==> config.mk <==
export PLATFORM = sky130hd
export DESIGN_NAME = gtech_reduce_pipe
export DESIGN_NICKNAME = d
export VERILOG_FILES = /design/src/rtl/gtech_reduce_pipe.sv
export SDC_FILE = /design/constraint.sdc
export NUM_CORES = 1
export LEC_CHECK = 0
export BUFFER_PORTS_ARGS = -buffer_cell sky130_fd_sc_hd__buf_2
export CORE_AREA = 2 2 69 71
export DETAILED_ROUTE_END_ITERATION = 10
export DIE_AREA = 0 0 71 73
export PLACE_DENSITY_LB_ADDON = 0.12
export SYNTH_ARGS = -nofsm -noshare
export SYNTH_HDL_FRONTEND = slang
export SYNTH_SLANG_ARGS = --single-unit
==> constraint.sdc <==
create_clock -name CP -period 2.5 [get_ports CP]
set_input_delay 0.125 -clock CP [delete_from_list [all_inputs] [get_ports CP]]
set_output_delay 0.125 -clock CP [all_outputs]
set_load 0.01 [all_outputs]
==> src/rtl/gtech_reduce_pipe.sv <==
// Pipelined N-lane bitwise AND/OR/XOR reducer built as a K-ary tree of elastic stages.
// Optional output-transfer counter port CNT when GTECH_REDUCE_PIPE_CNT_EN is defined.
module gtech_reduce_pipe #(
    parameter int N = 8,
    parameter int W = 4,
    parameter int K = 3
) (
    input  logic           CP,
    input  logic           CD,
    input  logic [N*W-1:0] A,
    input  logic [1:0]     MODE,
    input  logic           INV,
    input  logic           IN_VLD,
    output logic           IN_RDY,
    output logic [W-1:0]   Z,
    output logic           OUT_VLD,
    input  logic           OUT_RDY
`ifdef GTECH_REDUCE_PIPE_CNT_EN
    ,
    output logic [15:0]    CNT
`endif
);

    function automatic int calc_stages(input int n, input int k);
        int s;
        int c;
        s = 0;
        c = 1;
        while (c < n) begin
            c = c * k;
            s = s + 1;
        end
        return s;
    endfunction

    function automatic int lanes_at(input int n, input int k, input int s);
        int r;
        r = n;
        for (int i = 0; i < s; i++) begin
            r = (r + k - 1) / k;
        end
        return r;
    endfunction

    localparam int STAGES = calc_stages(N, K);

    function automatic logic [W-1:0] ident(input logic [1:0] m);
        case (m)
            2'b01, 2'b10: ident = {W{1'b0}};
            default:      ident = {W{1'b1}};
        endcase
    endfunction

    function automatic logic [W-1:0] red_op(input logic [W-1:0] a, input logic [W-1:0] b,
                                            input logic [1:0] m);
        case (m)
            2'b01:   red_op = a | b;
            2'b10:   red_op = a ^ b;
            default: red_op = a & b;
        endcase
    endfunction

    logic [STAGES-1:0] vld_r;
    logic [STAGES-1:0] en_s;

    // Backpressure chain: a stage may load when it is empty or its successor moves.
    always_comb begin
        en_s = {STAGES{1'b0}};
        en_s[STAGES-1] = !vld_r[STAGES-1] || OUT_RDY;
        for (int s = STAGES - 2; s >= 0; s--) begin
            en_s[s] = !vld_r[s] || en_s[s+1];
        end
    end

    // Stage valid bits; bubbles are shifted in like beats so they collapse under stall.
    always_ff @(posedge CP) begin
        if (!CD) begin
            vld_r <= {STAGES{1'b0}};
        end else begin
            if (en_s[0]) begin
                vld_r[0] <= IN_VLD;
            end
            for (int s = 1; s < STAGES; s++) begin
                if (en_s[s]) begin
                    vld_r[s] <= vld_r[s-1];
                end
            end
        end
    end

    assign IN_RDY  = en_s[0];
    assign OUT_VLD = vld_r[STAGES-1];

    for (genvar k = 0; k < STAGES; k++) begin : g_stg
        localparam int NI = lanes_at(N, K, k);
        localparam int NO = lanes_at(N, K, k + 1);

        logic [NI*W-1:0] din_s;
        logic [1:0]      mode_in_s;
        logic            inv_in_s;
        logic            vin_s;
        logic            load_s;
        logic [NO*W-1:0] comb_s;

        if (k == 0) begin : g_src
            assign din_s     = A;
            assign mode_in_s = MODE;
            assign inv_in_s  = INV;
            assign vin_s     = IN_VLD;
        end else begin : g_src
            assign din_s     = g_stg[k-1].g_reg.data_r;
            assign mode_in_s = g_stg[k-1].g_reg.mode_r;
            assign inv_in_s  = g_stg[k-1].g_reg.inv_r;
            assign vin_s     = vld_r[k-1];
        end

        assign load_s = en_s[k] && vin_s;

        // Group reduction; a short last group is filled with the operation's identity.
        always_comb begin
            logic [W-1:0] acc_s;
            int           idx_s;
            comb_s = {(NO*W){1'b0}};
            for (int j = 0; j < NO; j++) begin
                acc_s = ident(mode_in_s);
                for (int i = 0; i < K; i++) begin
                    idx_s = ((j * K + i) < NI) ? (j * K + i) : 0;
                    if ((j * K + i) < NI) begin
                        acc_s = red_op(acc_s, din_s[idx_s*W +: W], mode_in_s);
                    end else begin
                        acc_s = red_op(acc_s, ident(mode_in_s), mode_in_s);
                    end
                end
                comb_s[j*W +: W] = acc_s;
            end
        end

        if (k == STAGES - 1) begin : g_reg
            logic [W-1:0] z_r;

            // Final stage: inversion applied once, result held while downstream stalls.
            always_ff @(posedge CP) begin
                if (!CD) begin
                    z_r <= {W{1'b0}};
                end else if (load_s) begin
                    z_r <= comb_s[W-1:0] ^ {W{inv_in_s}};
                end
            end

            assign Z = z_r;
        end else begin : g_reg
            logic [NO*W-1:0] data_r;
            logic [1:0]      mode_r;
            logic            inv_r;

            // Intermediate stage: partial results plus the beat's sideband.
            always_ff @(posedge CP) begin
                if (!CD) begin
                    data_r <= {(NO*W){1'b0}};
                    mode_r <= 2'b00;
                    inv_r  <= 1'b0;
                end else if (load_s) begin
                    data_r <= comb_s;
                    mode_r <= mode_in_s;
                    inv_r  <= inv_in_s;
                end
            end
        end
    end

`ifdef GTECH_REDUCE_PIPE_CNT_EN
    logic [15:0] cnt_r;

    // Saturating count of output transfers.
    always_ff @(posedge CP) begin
        if (!CD) begin
            cnt_r <= 16'h0000;
        end else if (OUT_VLD && OUT_RDY && (cnt_r != 16'hFFFF)) begin
            cnt_r <= cnt_r + 16'h0001;
        end
    end

    assign CNT = cnt_r;
`endif

endmodule

==> results of run 1 <==
worst max-delay path, stage by stage (launching register included):
cell     delay, ns
dfxtp_1       0.36
inv_1         0.05
ha_1          0.54
nand2_1       0.11
o21ai_0       0.13
inv_1         0.08
ha_1          0.29
a21oi_2       0.05
a21oi_2       0.17
xnor2_1       0.13
a21oi_1       0.08
worst paths after layout:
| check | from | end | slack (ns) | depth (start not counted) |
|---|---|---|---|---|
| worst max-delay path | g_stg[0].g_reg.mode_r[0] | Z[1] | 0.40 | 10 |
| worst max register to register | g_stg[0].g_reg.mode_r[0] | Z[1] | 0.40 | 10 |
| worst min-delay path | INV | g_stg[0].g_reg.inv_r | 0.13 | 3 |
| worst min register to register | g_stg[0].g_reg.mode_r[0] | g_stg[0].g_reg.mode_r[0] | 0.50 | 2 |
metal layers:
metal / track usage / vias to the layer above / routed length [um]
met2: 0.297 / 28 / 1890
met3: 0.0138 / 4 / 105
met4: 0.0566 / 0 / 56
li1: - / 1082 / -
met1: 0.242 / 867 / 2160
met5: 0 / - / 0
logic make-up after synthesis:
family          after synthesis
flops                        21
simple gates                 48
compound gates               89
fa+ha+maj                    64
xor+xnor                      4
buf+inv                      83
cell usage after synthesis:
master	n
a21boi_0	4
a21oi_1	16
a21oi_2	4
a22o_1	8
a22oi_1	4
a2bb2oi_1	16
a32o_1	4
and2_4	1
and2b_1	1
and3_4	1
buf_2	7
buf_4	1
buf_6	2
clkbuf_1	5
clkbuf_2	1
dfxtp_1	21
ha_1	64
inv_1	67
nand2_1	27
nand2_2	1
nand2b_1	8
nand3_1	3
nand3b_4	1
nor2b_1	4
nor2b_2	1
o21a_1	1
o21ai_0	32
xnor2_1	4
state kept, by name (all words and copies together), names as in the netlist:
name,cells
vld_r,2
g_stg.g_reg.data_r,12
Z,4
g_stg.g_reg.inv_r,1
g_stg.g_reg.mode_r,2
layout make-up:
class	count	area (um^2)
tap	54	67.6
clock inverter	1	7.51
fill	432	1810
clock buffer	3	41.3
sequential	21	420
multi-input combinational	205	1680
inverter	67	251
timing repair buffer	48	250
stage by stage:
step	setup slack, ns	hold WS, ns	instances
2_1_floorplan	0.555	0.264	309
3_3_place_gp	0.296	0.420	395
3_5_place_dp	0.237	0.429	395
4_1_cts	0.374	0.138	399
5_1_grt	0.193	0.155	399
6_report	0.399	0.133	399
where the power goes:
group / leakage [nW] / switching [mW] / internal (mW)
logic: 1.28 / 0.180 / 0.157
registers: 0.172 / 0.0193 / 0.357
clock network: 0.0217 / 0.114 / 0.113
total: 1.47 / 0.313 / 0.626
==> impl_results.md, run 1 <==
* Run status: completed
* Setup bufs post-CTS at 0
* Max Slew Vio Count at 0
* Seq/Total Area, Yosys at 0.172
* DRT Pass-1 Iters at 4
* Placed cell area at 2670 um^2
* Gate Count Post-Synth at 309
* Starting DRC count in detailed routing at 78
* Port Buffers at 44
* Crit path max fanout at 16
* Sink Count at 21
* Clock Skew at 0.00709 ns
* Hold Crit Class: in -> reg
* Design Area, Final at 2720 um^2
* Most frequent cells in the layout: inv_1, ha_1, buf_2, o21ai_0, nand2_1
* Final critical-path required period at 2.10 ns
* Synth unique cells at 28
* H-tree Lvls at 1
* Via-per-instance ratio at 4.96
* Final Hold Viols at 0
* Via Count at 1981
* Max clock buf depth at 2
* Routed WL at 4210 um
* HPWL Detailed at 3430 um
* Avg WL per Cell at 10.5 um
* Antenna cell count at 0
* CTS tree: built
* RSZ-0062 raised after global routing: false
* Post-Route Utilization at 0.600
* Initial antenna violation count at 0
* Pwr dens at 345 nW/um^2
* Actual slew at the worst max-slew pin at 0.706 ns
* Max rail drop VDD at 0.000171 V
* DRT antenna net count at 0
* Placer Congestion at 0.750
* TritonCTS buffer count at 3
* Adder-cell area share of the yosys netlist at 0.328
* Pwr Total at 0.939 mW
* Starting density of the core at 0.539
* Req. time, crit path at 2.65 ns
* Leading cell type in the layout, fill and taps excluded: inv_1
* Largest family of logic cells by synthesized area: adder cells
* Critical path arrival at 2.25 ns
* # IOs at 45
* Period utilization at 0.841
* Synth Area in Simple Gates at 0.104
* Die W at 71 um
* Yosys warns at 0
* Hold Buf Count CTS at 0
* Post-Syn Area at 2440 um^2
* Worst-Skew Late Latency at 0.27 ns
* Row count at 25
* Root Buffer: clkbuf_8
* Synthesis-to-finish area growth at 11.4%
* Worst Setup End Kind: flip-flop
* Maxcap violations at 0
* Setup_tns at 0 ns
* Critical Path Start Type: flip-flop
* Synth area leader: ha_1
* Die ar. at 5180 um^2
* Synth top area share at 0.328
* Ranking of synthesized cells by area: ha_1, dfxtp_1, inv_1
* Compound-Gate Fraction of Synth Area at 0.243
* Setup violators final at 0
* Avg Cell Area, Syn at 7.91 um^2
* Synthesis-stage register bit count at 21
* Gr ovfl total at 0
* Leakage at 1.47 nW
* Largest net degree at the start of global routing at 35
* Syn_nets at 412
* Slew HR at 0.529
* Global-route wire length before repair at 7670 um
* Post-synthesis xor/xnor area fraction at 0.0143
* Residual DRC at 0
* Kind of critical path: reg -> reg
* CTS-repair resized insts at 0
* Vias in the first global route at 1783
* Clock transition at path regs at 0.08 ns
* Core area at 4540 um^2
* Fin nets at 449
* DIE HEIGHT at 73 um
* GRT Resource Usage Total at 0.177
* Multiplexer share of the synthesized area at 0
* Layout cells sized above 1 at 0.177
* Achievable Freq at 476 MHz
Note: power is estimated with default switching activity, not from simulation.
==> run 2: changes to the inputs <==
Clock period 2.5 ns to 2 ns, I/O delays scaled along.
==> impl_results.md, run 2 (synthesis gave the netlist of run 1 again) <==
* Via Count at 2049
* Design Area, Final at 2860 um^2
* Layout cells sized above 1 at 0.218
* Core area at 4540 um^2
* Run status: completed
* Leading cell type in the layout, fill and taps excluded: inv_1
* Buf/Inv on CP at 2
* Global-route wire length before repair at 7850 um
* Final critical-path required period at 1.86 ns
* DRT antenna net count at 0
* Critical path arrival at 2.02 ns
* Period utilization at 0.932
* Avg WL per Cell at 11.2 um
* Post-layout worst setup margin at 0.137 ns
* Critical Path Start Type: flip-flop
* Logic pwr share at 0.380
* DIE HEIGHT at 73 um
* Sequential cell area at 425 um^2
* Sink Count at 21
* Max reg flops at 12
* Starting density of the core at 0.539
* Area of the multi-input gates at 1710 um^2
* Max clock buf depth at 2
* Starting DRC count in detailed routing at 61
* Clock power share at 0.236
* Max rail drop VDD at 0.000282 V
* DRT Pass-1 Iters at 4
* Clock transition at path regs at 0.09 ns
* Sw Pwr at 0.413 mW
* Largest net degree at the start of global routing at 30
* Achievable Freq at 537 MHz
* Die ar. at 5180 um^2
* Net Sw Frac at 0.336
* Via-per-instance ratio at 5.02
* Setup_tns at 0 ns
* TritonCTS buffer count at 3
* Fin nets at 458
* HPWL Detailed at 3800 um
* Worst Setup End Kind: flip-flop
* Hold Crit Class: in -> reg
* Worst-Skew Late Latency at 0.27 ns
* Seq pwr share at 0.384
* Initial antenna violation count at 0
* Max Slew Vio Count at 0
* Gr ovfl total at 0
* CP delay by family, top: adder cells
* Synthesis-to-finish area growth at 17.1%
* Int Power at 0.815 mW
* CP cell instances: inv_1 -> ha_4 -> nand2_1 -> o21ai_1 -> inv_1 -> ha_1 -> a21oi_2 -> a21oi_1 -> xnor2_1 -> a21oi_1
* Post-Route Utilization at 0.631
* Port Buffers at 44
* H-tree Lvls at 1
* GRT Resource Usage Total at 0.183
* Antenna cell count at 0
* Die W at 71 um
* Leakage at 1.53 nW
* Largest Register: g_stg.g_reg.data_r
* Routed WL at 4550 um
* CTS tree: built
* Residual DRC at 0
* Req. time, crit path at 2.16 ns
* Row count at 25
* Placed cell area at 2760 um^2
* Slowest stage cell, crit path: dfxtp_2
* Pre-CTS setup slack at -0.0221 ns
* Most frequent cells in the layout: inv_1, ha_1, buf_2, o21ai_0, nand2_1
* Slew HR at 0.794
* # IOs at 45
* Pwr dens at 429 nW/um^2
* Crit path max fanout at 10
* DP Cell Count at 402
* CP max stage delay at 0.37 ns
* Final Instance Count excl. Fillers at 408
* Pwr Total at 1.23 mW
* Fill count at 413
* Worst-case hold slack at 0.0933 ns
* Placer Congestion at 0.795
* Root Buffer: clkbuf_8
* Maxcap violations at 0
* Actual slew at the worst max-slew pin at 0.306 ns
* Kind of critical path: reg -> reg
* Setup violators final at 0
* Vias in the first global route at 1909
* Clock Skew at 0.0110 ns
* Final Hold Viols at 0
run 2: path summary, 6_finish.rpt:
path | from | end | slack (ns) | cells past startpoint
worst min register to register | g_stg[0].g_reg.data_r[4] | g_stg[0].g_reg.data_r[4] | 0.50 | 1
worst max-delay path | g_stg[0].g_reg.mode_r[0] | Z[0] | 0.14 | 10
worst max register to register | g_stg[0].g_reg.mode_r[0] | Z[0] | 0.14 | 10
worst min-delay path | INV | g_stg[0].g_reg.inv_r | 0.09 | 3
run 2: what timing repair did:
action	CTS	global route
buffers inserted	0	2
endpoints found under the hold margin	0	0
setup endpoints to repair	3	4
resized for setup	4	9
hold buffers	0	0
pin swaps	0	2
run 2: power by group through the flow:
stage	Combinational [mW]	Clock (mW)	Sequential, mW
global placement	0.441	0	0.478
CTS	0.463	0.291	0.470
finish	0.466	0.290	0.472
floorplan	0.313	0	0.475
global route	0.543	0.308	0.476
detailed placement	0.459	0	0.480
run 2: layout make-up:
type / instances / share of cell area
timing repair buffer: 57 / 0.124
sequential: 21 / 0.149
tap: 54 / 0.0236
multi-input combinational: 205 / 0.598
inverter: 67 / 0.0879
clock inverter: 1 / 0.00262
clock buffer: 3 / 0.0144
run 2: tightest hold or removal path, stage by stage:
cell and delay, ns:
buf_2 0.10, nand3_1 0.06, a21boi_0 0.06
run 2: routing by layer:
layer  track usage  vias up  wire length (um)
met1         0.235      917              2260
met2         0.328       25              2120
met4        0.0587        0                78
li1              -     1103                 -
met5             0        -                 0
met3        0.0110        4                92
==> run 3: changes to the inputs <==
Settings changed: CORE_AREA 2 2 69 71 to 2 2 62 79, CTS_CLUSTER_SIZE set to 20, DIE_AREA 0 0 71 73 to 0 0 64 81.
==> impl_results.md, run 3 (synthesis gave the netlist of run 1 again) <==
* R2R Path Start: g_stg[0].g_reg.data_r[6]
* FF-to-FF path depth at 10
* H-tree Lvls at 1
* Largest Register: g_stg.g_reg.data_r
* Period utilization at 0.937
* FF-to-FF End: Z[2]
* DIE HEIGHT at 81 um
* Placed cell area at 2760 um^2
* Root Buffer: clkbuf_8
* Critical Path Start Type: flip-flop
* RSZ-0062 raised after global routing: false
* Port Buffers at 44
* Max Slew Vio Count at 0
* Achievable Freq at 534 MHz
* Pwr dens at 426 nW/um^2
* Fill count at 400
* Worst-Skew Late Latency at 0.27 ns
* Worst setup path startpoint: g_stg[0].g_reg.data_r[6]
* CTS tree: built
* Design Area, Final at 2860 um^2
* Leading cell type in the layout, fill and taps excluded: inv_1
* Via Count at 2043
* TritonCTS buffer count at 3
* Final critical-path required period at 1.87 ns
* Initial antenna violation count at 0
* Largest net degree at the start of global routing at 25
* Final Hold Viols at 0
* Residual DRC at 0
* Max clock buf depth at 2
* Hold Buf Count CTS at 0
* Routed WL at 4560 um
* Global-route wire length before repair at 7960 um
* DRT antenna net count at 0
* Worst-case hold slack at 0.101 ns
* Run status: completed
* Max reg flops at 12
* Antenna cell count at 0
* Vias in the first global route at 1819
* Most frequent cells in the layout: inv_1, ha_1, buf_2, o21ai_0, nand2_1
* Kind of critical path: reg -> reg
* GRT Resource Usage Total at 0.188
* Starting DRC count in detailed routing at 69
* Crit path max fanout at 3
* Slew HR at 0.762
* Layout cells sized above 1 at 0.222
* # IOs at 45
* Critical path arrival at 2.03 ns
* Setup_tns at 0 ns
* Via-per-instance ratio at 4.97
* Fin nets at 455
* Setup bufs post-CTS at 0
* Setup violators final at 0
* Leakage at 1.52 nW
* Clock Skew at 0.00892 ns
* Critical Path End: Z[2]
* HPWL Detailed at 3800 um
* Die ar. at 5180 um^2
* Row count at 28
* Synthesis-to-finish area growth at 17.0%
* Final Instance Count excl. Fillers at 411
* Actual slew at the worst max-slew pin at 0.353 ns
* Gr ovfl total at 0
* Pwr Total at 1.22 mW
* Clock transition at path regs at 0.08 ns
* Max rail drop VDD at 0.000243 V
* Core area at 4520 um^2
* Maxcap violations at 0
* Die W at 64 um
* Hold Crit Class: in -> reg
* Avg WL per Cell at 11.1 um
* Placer Congestion at 0.811
* DRT Pass-1 Iters at 4
* Worst Setup End Kind: flip-flop
* R2r setup slk at 0.13 ns
* Starting density of the core at 0.541
* DP Cell Count at 407
* Req. time, crit path at 2.15 ns
* Sink Count at 21
-- run 3: area by class of cell --
| class | count | area, um^2 | area share |
|---|---|---|---|
| tap | 60 | 75.1 | 0.0263 |
| clock buffer | 3 | 41.3 | 0.0144 |
| timing repair buffer | 54 | 333 | 0.116 |
| inverter | 67 | 251 | 0.0880 |
| multi-input combinational | 205 | 1720 | 0.602 |
| clock inverter | 1 | 7.51 | 0.00263 |
| sequential | 21 | 430 | 0.151 |
-- run 3: how the worst min path moves through the flow --
| stage | from | endpoint | slack (ns) | cells after the start |
|---|---|---|---|---|
| floorplan | IN_VLD | vld_r[0] | 0.24 | 2 |
| global placement | INV | g_stg[0].g_reg.inv_r | 0.39 | 3 |
| detailed placement | INV | g_stg[0].g_reg.inv_r | 0.39 | 3 |
| CTS | INV | g_stg[0].g_reg.inv_r | 0.1 | 3 |
| global route | MODE[1] | g_stg[0].g_reg.mode_r[1] | 0.11 | 3 |
| finish | INV | g_stg[0].g_reg.inv_r | 0.10 | 3 |
-- run 3: per-layer routing --
metal | vias up | GRT usage | routed length [um]
met5 | - | 0 | 0
met4 | 0 | 0.0804 | 95
met3 | 7 | 0.0139 | 115
met2 | 41 | 0.338 | 2380
met1 | 898 | 0.230 | 1970
li1 | 1097 | - | -
-- run 3: what timing repair did --
action / in CTS / in global routing
endpoints found under the setup margin: 3 / 4
resized for setup: 3 / 14
pin swaps: 0 / 3
-- run 3: critical path, cell delays in order (launching register included) --
cell and delay [ns]:
dfxtp_1 0.37, inv_1 0.06, ha_1 0.28, a22oi_1 0.06, o21ai_0 0.21, inv_1 0.07
ha_1 0.29, a21oi_2 0.15, a21oi_2 0.07, xnor2_1 0.13, a21oi_1 0.08
-- run 3: per-stage QoR --
stage               setup WS [ns]   util
floorplan                  0.0553      -
global placement           0.0409  0.611
detailed placement        -0.0437  0.611
CTS                       0.00201  0.622
global route              0.00387  0.633
finish                      0.126  0.633
-- run 3: report_power, final --
group	switching [mW]	internal (mW)
combinational	0.236	0.226
clock	0.145	0.141
sequential	0.0253	0.446
total	0.406	0.813
